--- src/rtl/whackamole_game_ctrl.sv ---
// Whack-a-mole game logic: picks LFSR-driven mole holes, times them, judges whacks and keeps a
// two-digit BCD score for vga_display. Define MISS_PENALTY_EN to make wrong whacks cost a point.
module whackamole_game_ctrl #(
  parameter int unsigned MOLE_TICKS  = 50,
  parameter int unsigned FLASH_TICKS = 10,
  parameter int unsigned ROUNDS      = 30,
  parameter logic [7:0]  LFSR_SEED   = 8'hA5
) (
  input  logic       clk,
  input  logic       rst,
  input  logic       tick,
  input  logic       start,
  input  logic       whack_valid,
  input  logic [2:0] whack_pos,
  output logic [2:0] mole_position,
  output logic       mole_visible,
  output logic       guess_correct,
  output logic       guess_wrong,
  output logic [3:0] digit_1,
  output logic [3:0] digit_2,
  output logic       game_over
);

  typedef enum logic [2:0] {StIdle, StUp, StHit, StMiss, StDone} state_e;

  localparam logic [7:0] SeedEff   = (LFSR_SEED == 8'h00) ? 8'h01 : LFSR_SEED;
  localparam logic [7:0] MoleLast  = 8'(MOLE_TICKS - 1);
  localparam logic [7:0] FlashLast = 8'(FLASH_TICKS - 1);
  localparam logic [7:0] RoundsMax = 8'(ROUNDS);

  state_e      state_q, state_d;
  logic [7:0]  lfsr_q, lfsr_d;
  logic [2:0]  mole_q, mole_d;
  logic [7:0]  timer_q, timer_d;
  logic [7:0]  round_q, round_d;
  logic [3:0]  tens_q, tens_d;
  logic [3:0]  ones_q, ones_d;
  logic        visible_q, visible_d;
  logic        correct_q, correct_d;
  logic        wrong_q, wrong_d;
  logic        over_q, over_d;

  logic [2:0]  cand;
  logic [2:0]  new_mole;
  logic [3:0]  inc_tens, inc_ones;
  logic [3:0]  dec_tens, dec_ones;

  assign lfsr_d   = {lfsr_q[6:0], lfsr_q[7] ^ lfsr_q[5] ^ lfsr_q[4] ^ lfsr_q[3]};
  assign cand     = lfsr_q[2:0];
  // Bump a repeated hole to its neighbour so the same hole never comes up twice in a row.
  assign new_mole = (cand == mole_q) ? cand + 3'd1 : cand;

  always_comb begin
    inc_tens = tens_q;
    inc_ones = ones_q;
    if (ones_q != 4'd9) begin
      inc_ones = ones_q + 4'd1;
    end else if (tens_q != 4'd9) begin
      inc_ones = 4'd0;
      inc_tens = tens_q + 4'd1;
    end
  end

  always_comb begin
    dec_tens = tens_q;
    dec_ones = ones_q;
    if (ones_q != 4'd0) begin
      dec_ones = ones_q - 4'd1;
    end else if (tens_q != 4'd0) begin
      dec_ones = 4'd9;
      dec_tens = tens_q - 4'd1;
    end
  end

  always_ff @(posedge clk or negedge rst) begin
    if (!rst) begin
      state_q   <= StIdle;
      lfsr_q    <= SeedEff;
      mole_q    <= 3'd0;
      timer_q   <= 8'd0;
      round_q   <= 8'd0;
      tens_q    <= 4'd0;
      ones_q    <= 4'd0;
      visible_q <= 1'b0;
      correct_q <= 1'b0;
      wrong_q   <= 1'b0;
      over_q    <= 1'b0;
    end else begin
      state_q   <= state_d;
      lfsr_q    <= lfsr_d;
      mole_q    <= mole_d;
      timer_q   <= timer_d;
      round_q   <= round_d;
      tens_q    <= tens_d;
      ones_q    <= ones_d;
      visible_q <= visible_d;
      correct_q <= correct_d;
      wrong_q   <= wrong_d;
      over_q    <= over_d;
    end
  end

  always_comb begin
    state_d = state_q;
    mole_d  = mole_q;
    timer_d = timer_q;
    round_d = round_q;
    tens_d  = tens_q;
    ones_d  = ones_q;
    unique case (state_q)
      StIdle, StDone: begin
        if (start) begin
          state_d = StUp;
          mole_d  = new_mole;
          timer_d = 8'd0;
          round_d = 8'd0;
          tens_d  = 4'd0;
          ones_d  = 4'd0;
        end
      end
      StUp: begin
        // A whack takes priority over a timeout landing in the same cycle.
        if (whack_valid) begin
          timer_d = 8'd0;
          if (whack_pos == mole_q) begin
            state_d = StHit;
            tens_d  = inc_tens;
            ones_d  = inc_ones;
          end else begin
            state_d = StMiss;
`ifdef MISS_PENALTY_EN
            tens_d  = dec_tens;
            ones_d  = dec_ones;
`endif
          end
        end else if (tick) begin
          if (timer_q == MoleLast) begin
            state_d = StMiss;
            timer_d = 8'd0;
          end else begin
            timer_d = timer_q + 8'd1;
          end
        end
      end
      StHit, StMiss: begin
        if (tick) begin
          if (timer_q == FlashLast) begin
            timer_d = 8'd0;
            round_d = round_q + 8'd1;
            if (round_d == RoundsMax) begin
              state_d = StDone;
            end else begin
              state_d = StUp;
              mole_d  = new_mole;
            end
          end else begin
            timer_d = timer_q + 8'd1;
          end
        end
      end
      default: state_d = StIdle;
    endcase
  end

  // Outputs are decoded from the next state so they register in step with it.
  always_comb begin
    visible_d = (state_d == StUp);
    correct_d = (state_d == StHit);
    wrong_d   = (state_d == StMiss);
    over_d    = (state_d == StDone);
  end

  assign mole_position = mole_q;
  assign mole_visible  = visible_q;
  assign guess_correct = correct_q;
  assign guess_wrong   = wrong_q;
  assign digit_1       = tens_q;
  assign digit_2       = ones_q;
  assign game_over     = over_q;

`ifndef MISS_PENALTY_EN
  logic unused_dec;
  assign unused_dec = ^{dec_tens, dec_ones};
`endif

endmodule

--- config.mk ---
export PLATFORM = sky130hd
export DESIGN_NAME = whackamole_game_ctrl
export DESIGN_NICKNAME = d
export VERILOG_FILES = /design/src/rtl/whackamole_game_ctrl.sv
export SDC_FILE = /design/constraint.sdc
export NUM_CORES = 1
export LEC_CHECK = 0
export CORE_UTILIZATION = 25
export CTS_BUF_LIST = sky130_fd_sc_hd__clkbuf_4
export CTS_CLUSTER_DIAMETER = 30
export DETAILED_ROUTE_END_ITERATION = 6
export GPL_TIMING_DRIVEN = 0
export PLACE_DENSITY_LB_ADDON = 0.3
export RECOVER_POWER = 25
export SLEW_MARGIN = 10
export SYNTH_ARGS = -nofsm -noshare
export SYNTH_HDL_FRONTEND = slang
export SYNTH_SLANG_ARGS = --single-unit
--- constraint.sdc ---
create_clock -name clk -period 4.9 [get_ports clk]
set_clock_uncertainty 0.15 [all_clocks]
set_input_delay 0.49 -clock clk [delete_from_list [all_inputs] [get_ports clk]]
set_output_delay 0.49 -clock clk [all_outputs]
set_load 0.02 [all_outputs]
==> flow_metrics.py, run 1 <==
metrics = {
    "clocking": {
        "clockBufferDepth": 2,
        "clkSlewWorstSetupHoldPaths_ns": 0.14,
        "cts_tree": "yes",
        "cts.repair.resized": 0,
        "clk_latency_ns": 0.36,
        "cts_setup_buffers": 0,
        "cts_made_buffers": 5,
        "h-tree-depth": 2,
        "cts_root_buf": "clkbuf_4",
        "clkSinkCount": 42,
    },
    "final_layout": {
        "final_nets": 268,
        "multi_input_area_um2": 1120,
        "seqCellArea_um2": 1060,
        "antenna_cells": 0,
        "drive_gt1_share_pct": 10.3,
        "area_delta_synth_final_pct": 19.9,
        "fill_cells": 927,
        "post-route-cell-area_um2": 2680,
        "fin_util_pct": 30.8,
    },
    "worst_setup_path": {
        "critPathKind": "input port to asynchronous set/reset pin",
        "worstSetupStartpointType": "input port",
        "crit_path_end": "timer_q[4]$_DFFE_PN0P_",
        "cp-startpoint": "rst",
        "regToRegEndpoint": "mole_position[1]$_DFFE_PN0P_",
        "r2r-start": "round_q[0]$_DFFE_PN0P_",
        "reg2reg_slack_ns": 2.56,
        "crit_path_max_incr_delay_ns": 1.14,
        "arrival_ns": 2.83,
        "crit_chain": "dlygate4sd3_1 > clkbuf_1 > clkbuf_1",
        "cp.required_ns": 4.99,
        "worstRegToRegCells": 6,
        "critical_path.max_fanout": 27,
        "end_kind": "asynchronous set/reset pin",
        "crit_top_cell": "clkbuf_1",
        "cp_slowest_cell": "clkbuf_1",
    },
    "timing": {
        "min_period_ns": 2.75,
        "hold_violations": 0,
        "tightest_slew_ns": 1.47,
        "rsz0062_at_grt": "false",
        "setup_violations": 0,
        "slew_viol_final": 0,
        "relSlewSlack_pct": 2.12,
        "tns_ns": 0,
        "finalCritPeriodShare_pct": 56.1,
        "fmax_ghz": 0.364,
    },
    "synthesis": {
        "synth_warnings": 0,
        "synthCells": 220,
        "synth_xor_area_share_pct": 6.28,
        "syn_area_per_cell_um2": 10.1,
        "synth-compound-area-share_pct": 15.6,
        "yosys-mux-area-fraction_pct": 3.03,
        "synth_simple_gate_area_share_pct": 20.4,
        "synth_top_family_by_area": "simple AND/OR/NAND/NOR gates",
        "async_flop_share_pct": 100,
        "syn-num-nets": 237,
        "yosysUniqueCellTypes": 46,
        "synth_area_um2": 2230,
        "seq_area_frac_synth_pct": 47.3,
        "synth_flop_cell": "dfrtp_1",
        "synth_fa_ha_area_share_pct": 5.04,
        "synth-edff-count": 0,
        "yosys_register_bits": 42,
    },
    "global_routing": {
        "grt_max_degree": 28,
        "grt_pass1_wl_um": 7620,
        "overflow": 0,
        "grt_pass1_vias": 1586,
        "track_usage_pct": 10.8,
        "antenna_found_initial": 0,
    },
    "status": {
        "status": "finished clean",
    },
    "floorplan": {
        "dieArea_um2": 9310,
        "design.core.area_um2": 8680,
        "start_util_pct": 25.7,
        "rows": 34,
        "die_w_um": 96.5,
        "num_io_pins": 23,
        "die_h_um": 96.5,
    },
    "detailed_routing": {
        "drcViolationCount": 0,
        "ant_nets": 0,
        "num_vias": 1700,
        "postRouteWirelength_um": 4510,
        "first_pass_iters": 4,
        "wl_per_cell_um": 12.5,
        "vias_per_cell": 4.72,
        "drt_iter0_drc": 44,
    },
    "power": {
        "leakage_nw": 1.13,
        "p_per_area_nw_per_um2": 392,
        "irDropWorstVdd_v": 0.000193,
    },
    "placement": {
        "place_hpwl_um": 3360,
        "numPortBuffers": 22,
        "post_dp_cell_area_um2": 2600,
        "place_congestion": 0.795,
    },
    "flow_run": {
        "drv_cap": 0,
    },
    "hold_path": {
        "min_path_type": "register to register",
    },
}
## repair_timing
action	4_1_cts	5_1_grt
hold buffers	1	0
setup endpoints to repair	0	0
hold endpoints to repair	11	0
## final cells by class
type	count	share of cell area (%)
inverters	7	0.982
multi-input cells	168	42.0
plain buffers	3	0.982
flip-flops and latches	42	39.5
well taps	108	5.05
clock buffers	5	1.40
repair buffers	24	8.51
clock inverters	3	1.64
## Yosys cell counts, types with 2 or more instances
master,instances,area (µm²)
or4_1,2,15.0
nand2_1,16,60.1
and2_1,2,12.5
and3b_1,2,17.5
buf_6,2,22.5
o31ai_1,3,22.5
nor3b_1,2,15.0
nand3_1,9,45.0
nand4_1,7,43.8
and3_1,6,37.5
nor2b_1,2,12.5
nand2b_1,2,12.5
mux2_2,6,67.6
or3_1,2,12.5
a31oi_1,5,31.3
and2b_2,2,17.5
o41ai_1,2,17.5
inv_1,7,26.3
dfstp_2,4,105
nand3b_1,2,15.0
a22o_1,2,17.5
nor2_1,21,78.8
xnor2_1,9,78.8
ha_1,9,113
xor2_1,7,61.3
a21oi_1,5,25.0
o21ai_0,26,130
dfrtp_1,38,951
## logic make-up (layout without fill, tap and decap cells)
family                   Yosys count  in the layout
flip-flops                        42             42
multiplexers                       6              6
XOR/XNOR                          16             16
buffers and inverters             10             42
adder cells (fa/ha/maj)            9              9
AND/OR/NAND/NOR                   83             83
AO/OA/AOI/OAI                     54             54
## state kept, by name (all words and copies together), names as in the netlist
| name | count |
|---|---|
| mole_position | 3 |
| round_q | 8 |
| mole_visible | 1 |
| game_over | 1 |
| state_q | 3 |
| digit_1 | 4 |
| guess_wrong | 1 |
| guess_correct | 1 |
| timer_q | 8 |
| lfsr_q | 8 |
| digit_2 | 4 |
## how the worst min path moves through the flow
| stage | slack [ns] | cells past startpoint | endpoint | start |
|---|---|---|---|---|
| floorplan | 0.04 | 0 | digit_1[0]$_DFFE_PN0P_ | rst |
| global placement | 0.19 | 0 | lfsr_q[7]$_DFF_PN1_ | lfsr_q[6]$_DFF_PN0_ |
| detailed placement | 0.20 | 0 | lfsr_q[7]$_DFF_PN1_ | lfsr_q[6]$_DFF_PN0_ |
| CTS | 0.22 | 0 | lfsr_q[7]$_DFF_PN1_ | lfsr_q[6]$_DFF_PN0_ |
| global route | 0.24 | 0 | lfsr_q[7]$_DFF_PN1_ | lfsr_q[6]$_DFF_PN0_ |
| finish | 0.22 | 0 | lfsr_q[7]$_DFF_PN1_ | lfsr_q[6]$_DFF_PN0_ |
## placed cells by master (no fill, tap or decap), types with 3 or more instances in the layout
cell             Yosys  layout
a21oi_1              5       5
nand3_1              9       9
mux2_2               6       6
xor2_1               7       7
nand2_1             16      16
a31oi_1              5       5
xnor2_1              9       9
and3_1               6       6
inv_1                7       7
clkbuf_4             0       5
clkbuf_1             1       3
o21ai_0             26      26
clkdlybuf4s50_1      0      21
nor2_1              21      21
ha_1                 9       9
dfstp_1              0       3
o31ai_1              3       3
nand4_1              7       7
dfrtp_1             38      38
## power by group
part | switching, mW | internal (mW)
logic | 0.187 | 0.166
registers | 0.0636 | 0.402
clock network | 0.122 | 0.108
total | 0.373 | 0.676
## worst max-delay path: cells and delay by family
family,cells,cell delay [ns]
buffers and inverters,3,2.34
## metal layers
metal,vias up,part of all wire [%],wire length [µm],global-route usage (%)
met5,-,0,0,0
met3,5,3.7,169,2.74
met4,0,1.7,76,4.04
met1,811,51,2290,14.7
li1,854,-,-,-
met2,30,44,1980,16.5
## per-stage QoR
step | power, mW | hold WS, ns | worst slack, ns | std cells
2_1_floorplan | 0.701 | 0.0444 | 2.84 | 220
3_3_place_gp | 0.826 | 0.185 | 2.03 | 350
3_5_place_dp | 0.829 | 0.195 | 2.14 | 351
4_1_cts | 1.07 | 0.221 | 2.53 | 360
5_1_grt | 1.13 | 0.236 | 1.65 | 360
6_report | 1.05 | 0.219 | 2.15 | 360
(Power assumes the default switching activity.)
==> run 2, diff against run 1 <==
clock period = 2.5 ns   (was 4.9 ns; I/O delays follow)
==> run 2 against run 1 <==
Compared with the run above:
- flip-flop and latch count did not move
- sequential share of layout area fell by 0.074 points
- combinational power rose by 97%
- register-to-register slack got worse by 2.3 ns
- design area rose by 0.19%
- first-iteration DRC count rose by 16%
- via count rose by 0.71%
- sequential power rose by 96%
- clock power rose by 96%
- clock-buffer cell count did not move
- die area did not move
==> flow_metrics.py, run 2 (same netlist as run 1, synthesis figures left out) <==
metrics = {
    "status": {
        "status": "finished clean",
    },
    "final_layout": {
        "final_nets": 268,
        "layout_common_cells": "38 x dfrtp_1, 26 x o21ai_0, 21 x nor2_1, 21 x clkdlybuf4s50_1, 16 x nand2_1",
        "drive_gt1_share_pct": 11.1,
        "reg_top3": "lfsr_q: 8 flops, round_q: 8 flops, timer_q: 8 flops",
        "antenna_cells": 0,
        "area_delta_synth_final_pct": 20.1,
        "mostFrequentLayoutCell": "dfrtp_1",
        "fin_util_pct": 30.9,
    },
    "worst_setup_path": {
        "cp_slowest_cell": "dfrtp_1",
        "regToRegEndpoint": "mole_position[1]$_DFFE_PN0P_",
        "worstSetupStartpointType": "register",
        "cp.buffers_inverters": 0,
        "critical_path.max_fanout": 5,
        "end_kind": "register",
        "cp.required_ns": 2.62,
        "path_depth": 6,
        "arrival_ns": 2.37,
        "worstRegToRegCells": 6,
        "crit_family": "compound AO/OA/AOI/OAI gates",
        "crit_path_max_incr_delay_ns": 0.43,
        "crit_chain": "ha_1 > and3_1 > nand4_1 > a211o_1 > a21oi_2 > mux2_2",
        "critPathKind": "register to register",
        "reg2reg_slack_ns": 0.25,
        "r2r-start": "round_q[0]$_DFFE_PN0P_",
    },
    "power": {
        "leakage_nw": 1.13,
        "p_per_area_nw_per_um2": 768,
        "irDropWorstVdd_v": 0.000379,
    },
    "clocking": {
        "h-tree-depth": 2,
        "clkSinkCount": 42,
        "cts_setup_buffers": 0,
        "cts_root_buf": "clkbuf_4",
        "clockBufferDepth": 2,
        "clkSlewWorstSetupHoldPaths_ns": 0.14,
        "clk_latency_ns": 0.36,
        "cts_made_buffers": 5,
        "cts_tree": "yes",
    },
    "timing": {
        "fmax_ghz": 0.444,
        "rsz0062_at_grt": "false",
        "finalCritPeriodShare_pct": 90.0,
        "tightest_slew_ns": 0.856,
        "min_period_ns": 2.25,
        "slew_viol_final": 0,
        "worst_slack_ns": 0.249,
        "hold_violations": 0,
        "setup_violations": 0,
        "relSlewSlack_pct": 42.2,
    },
    "hold_path": {
        "min_path_type": "register to register",
        "hold_start": "lfsr_q[6]$_DFF_PN0_",
        "min_path_cells": 0,
        "hold-path-endpoint": "lfsr_q[7]$_DFF_PN1_",
    },
    "detailed_routing": {
        "vias_per_cell": 4.76,
        "first_pass_iters": 4,
        "num_vias": 1712,
        "postRouteWirelength_um": 4490,
        "drt_iter0_drc": 51,
        "ant_nets": 0,
        "wl_per_cell_um": 12.5,
        "drcViolationCount": 0,
    },
    "global_routing": {
        "grt_max_degree": 28,
        "grt_pass1_vias": 1586,
        "overflow": 0,
        "track_usage_pct": 10.8,
        "grt_pass1_wl_um": 7620,
        "antenna_found_initial": 0,
    },
    "floorplan": {
        "rows": 34,
        "die_h_um": 96.5,
        "die_w_um": 96.5,
        "start_util_pct": 25.7,
        "dieArea_um2": 9310,
        "design.core.area_um2": 8680,
        "num_io_pins": 23,
    },
    "placement": {
        "numPortBuffers": 22,
        "place_hpwl_um": 3360,
        "place_congestion": 0.795,
        "dp_slack_ns": -0.0195,
    },
    "flow_run": {
        "drv_cap": 0,
    },
}
==> run 2: cell count changes in the layout (fill, tap and decap cells not counted) <==
cell,change
a21oi_1,-1
a21oi_2,+1
clkbuf_1,-1
clkbuf_2,+1
==> run 2: power breakdown <==
part | internal (mW) | switching (mW) | total, mW
clock network | 0.213 | 0.239 | 0.451
registers | 0.789 | 0.124 | 0.913
logic | 0.325 | 0.368 | 0.694
total | 1.33 | 0.731 | 2.06
==> run 2: area by class of cell <==
type	count	area [µm²]
inverter	7	26.3
multi-input combinational	168	1130
fill	928	6000
buffer	3	26.3
clock inverter	3	43.8
timing repair buffer	24	229
clock buffer	5	37.5
sequential	42	1060
tap	108	135
==> run 2: worst max path at each step <==
stage | to | slack (ns) | start
finish | mole_position[1]$_DFFE_PN0P_ | 0.25 | round_q[0]$_DFFE_PN0P_
global placement | timer_q[0]$_DFFE_PN0P_ | -0.13 | rst
detailed placement | timer_q[6]$_DFFE_PN0P_ | -0.02 | tick
CTS | mole_position[1]$_DFFE_PN0P_ | 0.17 | round_q[0]$_DFFE_PN0P_
floorplan | mole_position[0]$_DFFE_PN0P_ | 0.44 | round_q[0]$_DFFE_PN0P_
global route | mole_position[0]$_DFFE_PN0P_ | 0.10 | timer_q[1]$_DFFE_PN0P_
==> run 2: routing by layer <==
metal	global-route usage [%]	share of wire [%]	up-vias
li1	-	-	856
met1	14.7	50	819
met2	16.5	44	31
met3	2.74	4.7	6
met4	4.04	1.7	0
met5	0	0	-
==> run 2: repair_timing <==
item,in CTS,in global routing
gates resized for setup,0,1
hold endpoints to repair,42,0
hold buffers,1,0
endpoints found under the setup margin,0,1
==> run 2: through the flow <==
step	setup TNS (ns)	total power, mW	hold slack, ns	cell area (µm²)	std cells
finish	0	2.06	0.219	2680	360
global route	0	2.21	0.236	2680	360
CTS	0	2.09	0.196	2690	360
detailed placement	-0.0207	1.63	0.0534	2600	351
global placement	-4.82	1.62	0.185	2590	350
floorplan	0	1.37	-0.196	2230	220
==> run 3, diff against run 2 <==
HOLD_SLACK_MARGIN = 0.08   (was unset)
==> results of run 3 <==
The final DEF is identical to that of run 2; final timing and power are the same.
